===== src/rtl/weight_loader.sv =====
// weight_loader: bus initiator that streams weight words into the spiking
// network's weight memory. Each accepted word is written to the next
// {layer, neuron, weight} address. An optional read-back pass compares each
// written word against mem_dout and records the first failing address.
module weight_loader #(
  parameter int WEIGHT_SIZE       = 32,
  parameter int LAYER_ADDR_WIDTH  = 32,
  parameter int NEURON_ADDR_WIDTH = 28,
  parameter int WEIGHT_ADDR_WIDTH = 10,
  parameter int READ_LATENCY      = 1,
  localparam int LW = LAYER_ADDR_WIDTH - NEURON_ADDR_WIDTH,
  localparam int NW = NEURON_ADDR_WIDTH - WEIGHT_ADDR_WIDTH
) (
  input  logic                         clk,
  input  logic                         rst,
  input  logic                         start,
  input  logic [LW-1:0]                cfg_layer,
  input  logic [NW:0]                  cfg_num_neurons,
  input  logic [WEIGHT_ADDR_WIDTH:0]   cfg_num_inputs,
  input  logic                         cfg_verify,
  input  logic                         s_valid,
  input  logic [WEIGHT_SIZE-1:0]       s_data,
  output logic                         s_ready,
  output logic [LAYER_ADDR_WIDTH-1:0]  mem_addr,
  output logic [WEIGHT_SIZE-1:0]       mem_din,
  output logic                         mem_wen,
  input  logic [WEIGHT_SIZE-1:0]       mem_dout,
  output logic                         busy,
  output logic                         done,
  output logic                         err,
  output logic [LAYER_ADDR_WIDTH-1:0]  err_addr
);

  // Width of the read-latency wait counter; always at least one bit.
  localparam int LAT_W = (READ_LATENCY < 2) ? 1 : $clog2(READ_LATENCY + 1);

  // FLUSH is the one-cycle gap between the final write (or a zero-size
  // start) and the done pulse, so that done lands in the following cycle.
  typedef enum logic [2:0] {
    ST_IDLE,
    ST_WRITE,
    ST_VERIFY,
    ST_FLUSH,
    ST_DONE
  } state_t;

  state_t                       state;

  // Configuration latched at start.
  logic [LW-1:0]                layer_q;
  logic [NW:0]                  num_neurons_q;
  logic [WEIGHT_ADDR_WIDTH:0]   num_inputs_q;
  logic                         verify_q;

  // Address generation counters; weight index runs fastest.
  logic [WEIGHT_ADDR_WIDTH-1:0] wgt_idx;
  logic [NW-1:0]                neu_idx;

  // Set when the word currently being written is the final one.
  logic                         last_q;

  // Cycles spent in VERIFY since the write cycle ended.
  logic [LAT_W-1:0]             lat_cnt;

  logic                         last_wgt;
  logic                         last_neu;
  logic                         accept;

  // Position of the counters relative to the latched load dimensions.
  assign last_wgt = ({1'b0, wgt_idx} ==
                     (num_inputs_q - (WEIGHT_ADDR_WIDTH + 1)'(1)));
  assign last_neu = ({1'b0, neu_idx} == (num_neurons_q - (NW + 1)'(1)));

  // s_ready is registered and only ever high in WRITE.
  assign accept = s_valid & s_ready;

  // Load sequencer: latches config, issues writes, runs read-back, and
  // drives every output from a register.
  always_ff @(posedge clk or posedge rst) begin
    if (rst) begin
      state         <= ST_IDLE;
      layer_q       <= '0;
      num_neurons_q <= '0;
      num_inputs_q  <= '0;
      verify_q      <= 1'b0;
      wgt_idx       <= '0;
      neu_idx       <= '0;
      last_q        <= 1'b0;
      lat_cnt       <= '0;
      s_ready       <= 1'b0;
      mem_addr      <= '0;
      mem_din       <= '0;
      mem_wen       <= 1'b0;
      busy          <= 1'b0;
      done          <= 1'b0;
      err           <= 1'b0;
      err_addr      <= '0;
    end else begin
      // NOTE: non-blocking assignments here let every branch below read the
      // pre-edge value of err, wgt_idx and friends regardless of order.
      // Pulses default low; branches raise them for a single cycle.
      mem_wen <= 1'b0;
      done    <= 1'b0;

      case (state)
        ST_IDLE: begin
          if (start) begin
            layer_q       <= cfg_layer;
            num_neurons_q <= cfg_num_neurons;
            num_inputs_q  <= cfg_num_inputs;
            verify_q      <= cfg_verify;
            wgt_idx       <= '0;
            neu_idx       <= '0;
            last_q        <= 1'b0;
            lat_cnt       <= '0;
            err           <= 1'b0;
            err_addr      <= '0;
            busy          <= 1'b1;
            if ((cfg_num_neurons == '0) || (cfg_num_inputs == '0)) begin
              state <= ST_FLUSH;
            end else begin
              state   <= ST_WRITE;
              s_ready <= 1'b1;
            end
          end
        end

        ST_WRITE: begin
          if (accept) begin
            mem_addr <= {layer_q, neu_idx, wgt_idx};
            mem_din  <= s_data;
            mem_wen  <= 1'b1;
            last_q   <= last_wgt & last_neu;
            lat_cnt  <= '0;

            if (last_wgt) begin
              wgt_idx <= '0;
              neu_idx <= neu_idx + NW'(1);
            end else begin
              wgt_idx <= wgt_idx + WEIGHT_ADDR_WIDTH'(1);
            end

            if (verify_q) begin
              state   <= ST_VERIFY;
              s_ready <= 1'b0;
            end else if (last_wgt && last_neu) begin
              state   <= ST_FLUSH;
              s_ready <= 1'b0;
            end
          end
        end

        ST_VERIFY: begin
          // mem_addr and mem_din stay put so the read returns this word.
          if (lat_cnt == LAT_W'(READ_LATENCY)) begin
            if (mem_dout != mem_din) begin
              err <= 1'b1;
              if (!err) begin
                err_addr <= mem_addr;
              end
            end
            if (last_q) begin
              state <= ST_DONE;
              done  <= 1'b1;
            end else begin
              state   <= ST_WRITE;
              s_ready <= 1'b1;
            end
          end else begin
            lat_cnt <= lat_cnt + LAT_W'(1);
          end
        end

        ST_FLUSH: begin
          state <= ST_DONE;
          done  <= 1'b1;
        end

        ST_DONE: begin
          state <= ST_IDLE;
          busy  <= 1'b0;
        end

        default: begin
          state   <= ST_IDLE;
          s_ready <= 1'b0;
          busy    <= 1'b0;
        end
      endcase
    end
  end

endmodule


===== config.mk =====
export PLATFORM = sky130hd
export DESIGN_NAME = weight_loader
export DESIGN_NICKNAME = d
export VERILOG_FILES = /design/src/rtl/weight_loader.sv
export SDC_FILE = /design/constraint.sdc
export NUM_CORES = 1
export LEC_CHECK = 0
export CORE_MARGIN = 2
export CORE_UTILIZATION = 45
export CTS_CLUSTER_DIAMETER = 60
export CTS_CLUSTER_SIZE = 40
export DETAILED_ROUTE_END_ITERATION = 16
export PLACE_DENSITY = 0.82
export SYNTH_ARGS = -nofsm -noshare
export SYNTH_HDL_FRONTEND = slang
export SYNTH_SLANG_ARGS = --single-unit
export TNS_END_PERCENT = 10

===== constraint.sdc =====
create_clock -name clk -period 6 [get_ports clk]
set_input_delay 1.2 -clock clk [delete_from_list [all_inputs] [get_ports clk]]
set_output_delay 1.2 -clock clk [all_outputs]
set_load 0.005 [all_outputs]

* Word-level counts from Yosys, hierarchy flattened
Index checks and enable logic that the tools add are counted.
Storage, ports and cells: logic and storage cells 107, output and inout port bits 101, register bits after elaboration 169
Operators by class: add/sub/neg operators 5, bitwise operators 4, reductions and logical operators 20, eq/ne operators 16, muxes and demuxes 45
Operators with widths (count):
- 32-bit two-way mux | 4
- 32-bit case mux with 2 select lines | 1
- 18-bit two-way mux | 3
- 18-bit case mux with 2 select lines | 1
- 32-bit inequality test | 1
- 10-bit two-way mux | 3
- 10-bit case mux with 2 select lines | 1
- 18-bit by 19-bit == test with 1-bit output | 1
- 19-bit zero test | 1
- 19-bit by 1-bit subtractor with 19-bit output (second input constant) | 1
- 18-bit by 1-bit adder with 18-bit output (second input constant) | 1
- 1-bit two-way mux | 18
- 3-bit two-way mux | 6
- 2-bit inequality test (second input constant) | 8
- 3-bit case mux with 4 select lines | 1
- 4-bit AND reduction | 3
- 10-bit by 11-bit == test with 1-bit output | 1
- 11-bit zero test | 1
- 11-bit by 1-bit subtractor with 11-bit output (second input constant) | 1
- 10-bit by 1-bit adder with 10-bit output (second input constant) | 1
- 1-bit case mux with 2 select lines | 4
- 7-bit AND reduction | 1
- 3-bit by 2-bit == test with 1-bit output (second input constant) | 2
- 2-bit AND reduction | 3
- other kinds (18) | 22

* Longest topological paths before layout
depth after elaboration 7, mapped depth 11

* Worst setup path after synthesis
No wires, ideal clock.
path kind input to register, start point input start, end point register neu_idx[11], path slack 3.083 ns, buffers on the path 1, arrival time 2.839 ns, stages on the path 7, setup time 0.078 ns, path through nor2b_1 -> o21ai_1 -> nor2_1 -> nand3_1 -> clkbuf_1 -> or4_1 -> a21oi_1
On the way: word-level cells in the longest chain between the ends 2
Ends and longest elaborated chain:
- from (decl) | RTL line 16 | input logic start,
- 2-bit inequality test (no line)
- 4-bit AND reduction (no line)
- to (signal assigned) | RTL line 138 | neu_idx <= neu_idx + NW'(1);
- to (decl) | RTL line 57 | logic [NW-1:0] neu_idx;
Every way passes these cells. A chain may end at the register's enable or synchronous reset.

* Final worst setup path
start point input mem_dout[24], end point register err_addr[26]
On the way: word-level cells in the longest chain between the ends 3
Ends and longest elaborated chain:
- from (decl) | RTL line 27 | input logic [WEIGHT_SIZE-1:0] mem_dout,
- 32-bit inequality test | RTL line 156 | if (mem_dout != mem_din) begin
- 2-bit inequality test (no line)
- 5-bit AND reduction (no line)
- to (signal assigned) | RTL line 159 | err_addr <= mem_addr;
- to (decl) | RTL line 31 | output logic [LAYER_ADDR_WIDTH-1:0] err_addr
Every way passes these cells.

==> flow_summary.json <==
{
  "status": "completed",
  "synthMuxAreaShare": 0.0916,
  "io_buffers": 203,
  "cts_hold_buf": 0,
  "clk_latency_ps": 440,
  "cp_max_fo": 32,
  "grt_pass1_vias": 6499,
  "powerDensity_nw_per_um2": 217,
  "die_h_um": 139,
  "synth-simple-area-share": 0.176,
  "path_clk_slew_ps": 60,
  "post_dp_cell_area_um2": 10400,
  "h-tree-depth": 4,
  "cts_resized": 0,
  "cts_setup_buffers": 0,
  "synth-seq-cells": 169,
  "drc": 0,
  "path_buf_inv": 1,
  "yosysSeqAreaShare": 0.515,
  "synth_ff_type": "dfrtp_1",
  "worst_setup_path_start_kind": "primary input",
  "setup_viol": 0,
  "synth.avg_cell_area_um2": 10.4,
  "syn-cell-area_um2": 8210,
  "synth_async_sr_flop_share": 1.00,
  "synthAdderAreaFrac": 0.00610,
  "synth_fp_nets": 896,
  "grt_pass1_wl_mm": 34.5,
  "setup_tns_ps": 0,
  "drtPass1Iterations": 4,
  "synthDistinctLibCells": 55,
  "fin_nets": 1078,
  "finalClockSkew_ps": 14.5,
  "slew_violations": 0,
  "wirelength_mm": 21.0,
  "cts_sinks": 169,
  "fin_cells": 1213,
  "hold_path_class": "reg -> reg",
  "required_ps": 6360,
  "crit_cells": 8,
  "worstPathArrival_ps": 3860,
  "gp_congestion": 0.838,
  "synth_compound_area_frac": 0.106,
  "critPathKind": "in -> reg",
  "crit_family": "simple AND/OR/NAND/NOR gates",
  "r2r_cells": 7,
  "synth_xor_area_frac": 0.0789,
  "worst_slew_pin_slew_ps": 1190,
  "final_cell_mix": "clkdlybuf4s50_1, dfrtp_1, nand2_1",
  "synth_largest_area_cell": "dfrtp_1",
  "wl_met2_mm": 10.0,
  "area_growth_pct": 34.5,
  "hold_viol": 0,
  "top_layer": "met4",
  "fin_hold_ws_ps": 470,
  "layout-drive-gt1-share": 0.115,
  "rows": 49,
  "fp.dieW_um": 139,
  "grt_usage": 0.221,
  "yosysWarnings": 0,
  "initial_utilization": 0.459,
  "cts_root_buf": "clkbuf_16",
  "cts_buffer_depth": 2,
  "holdPathStages": 2,
  "antenna_found_initial": 0,
  "post_drt_wl_per_cell_um": 17.3,
  "max_slew_margin": 0.195,
  "ant_nets": 0,
  "max_stage_delay_ps": 830,
  "hpwl_mm": 15.4,
  "synth-edff-count": 0,
  "crit_chain": "clkdlybuf4s50_1 > xor2_1 > nor4_1 > nand4_1 > nor2_1 > o21ai_0 > nand2_1 > a22o_1",
  "vias": 6650,
  "seq_area_um2": 4230,
  "grt_max_degree": 93,
  "vias_per_cell": 5.48,
  "synth_top_family_by_area": "simple AND/OR/NAND/NOR gates",
  "drt_iter0_drc": 376,
  "dieArea_um2": 19300,
  "dr_wl_met3_mm": 1.05,
  "min_period_ps": 3500,
  "cpMaxStageDelayCell": "nand2_1",
  "fillCellCount": 1464,
  "cts_buffers": 17,
  "synth.area.top_cells": "dfrtp_1, mux2_2, nand2_1",
  "fmax_mhz": 286,
  "cts_tree": "yes",
  "leakage_uw": 0.00501,
  "dp_cells": 1181,
  "ir_worst_vdd_uv": 207,
  "end_kind": "flop",
  "wl_met1_mm": 9.61,
  "diodes": 0,
  "synthCells": 789,
  "synth_top_area_share": 0.515,
  "layout_commonest_cell": "clkdlybuf4s50_1",
  "ioPinCount": 204,
  "maxCapViolCount": 0,
  "fin_crit_sh": 0.583,
  "rsz0062_at_grt": "false",
  "coreArea_um2": 17900,
  "stdcell_area_um2": 11000,
  "multiInputGateArea_um2": 3780,
  "overflow": 0
}
==> metal layers <==
metal	vias to the layer above	track usage
met5	-	0
met1	3231	0.301
li1	3186	-
met4	0	0.0723
met2	208	0.359
met3	25	0.0442
==> cells by family after synthesis <==
| family | count (synthesis) |
|---|---|
| DFF | 169 |
| muxes | 67 |
| AOI/OAI and AO/OA | 128 |
| and+or+nand+nor | 291 |
| adders and majority gates | 4 |
| xor gates and xnor gates | 74 |
| buffers and inverters | 56 |
==> cell usage after synthesis, drive strengths merged, types with 6 or more instances <==
| cell type | instances |
|---|---|
| a21oi | 23 |
| a22o | 32 |
| a31oi | 16 |
| and3 | 9 |
| buf | 9 |
| clkbuf | 36 |
| dfrtp | 169 |
| inv | 11 |
| mux2 | 65 |
| nand2 | 125 |
| nand2b | 6 |
| nand3 | 19 |
| nand3b | 7 |
| nand4 | 12 |
| nor2 | 29 |
| nor3 | 17 |
| nor4 | 24 |
| o21ai | 28 |
| o31ai | 10 |
| or3 | 12 |
| or4 | 10 |
| xnor2 | 24 |
| xor2 | 50 |
==> path summary, 6_finish.rpt <==
kind / from / end / slack [ps]
min in group asynchronous: rst / mem_din[19] / 1310
worst min-delay path: layer_q[3] / layer_q[3] / 470
worst max-delay path: mem_dout[24] / err_addr[26] / 2500
worst max register to register: num_inputs_q[2] / neu_idx[17] / 2840
worst min register to register: layer_q[3] / layer_q[3] / 470
max in group asynchronous: rst / mem_din[0] / 3610
==> layout make-up <==
type                       count  area share
clock buffer                  20      0.0414
clock inverter                12      0.0148
inverter                      11     0.00419
multi-input combinational    564       0.342
sequential                   169       0.383
tap                          229      0.0259
timing repair buffer         208       0.189
==> worst register-to-register path, stage by stage, from the launching register on <==
cell and delay (ps):
dfrtp_1 470, or4_4 600, nor3_1 240, xnor2_1 150, nand4_1 200, o31a_1 630, or4_1 620, a21oi_1 170
==> power by group <==
part / internal [uW] / switching [uW]
Combinational: 64.8 / 42.2
Clock: 683 / 463
Sequential: 1140 / 0
==> per-stage QoR <==
step                      total power [uW]   util  worst slack [ps]
final                                 2390  0.617              2500
after global routing                  2470  0.617              2300
after CTS                             2420  0.617              2510
after detailed placement              1270  0.582              2060
after global placement                1270  0.582              2120
after floorplan                       1190      -               225
==> registers in the layout (all words and copies together) (netlist names), 4 cells and up <==
register       cells
num_neurons_q     19
neu_idx           18
num_inputs_q      11
layer_q            4
wgt_idx           10
mem_addr          32
err_addr          32
mem_din           32
(Power assumes the default switching activity.)
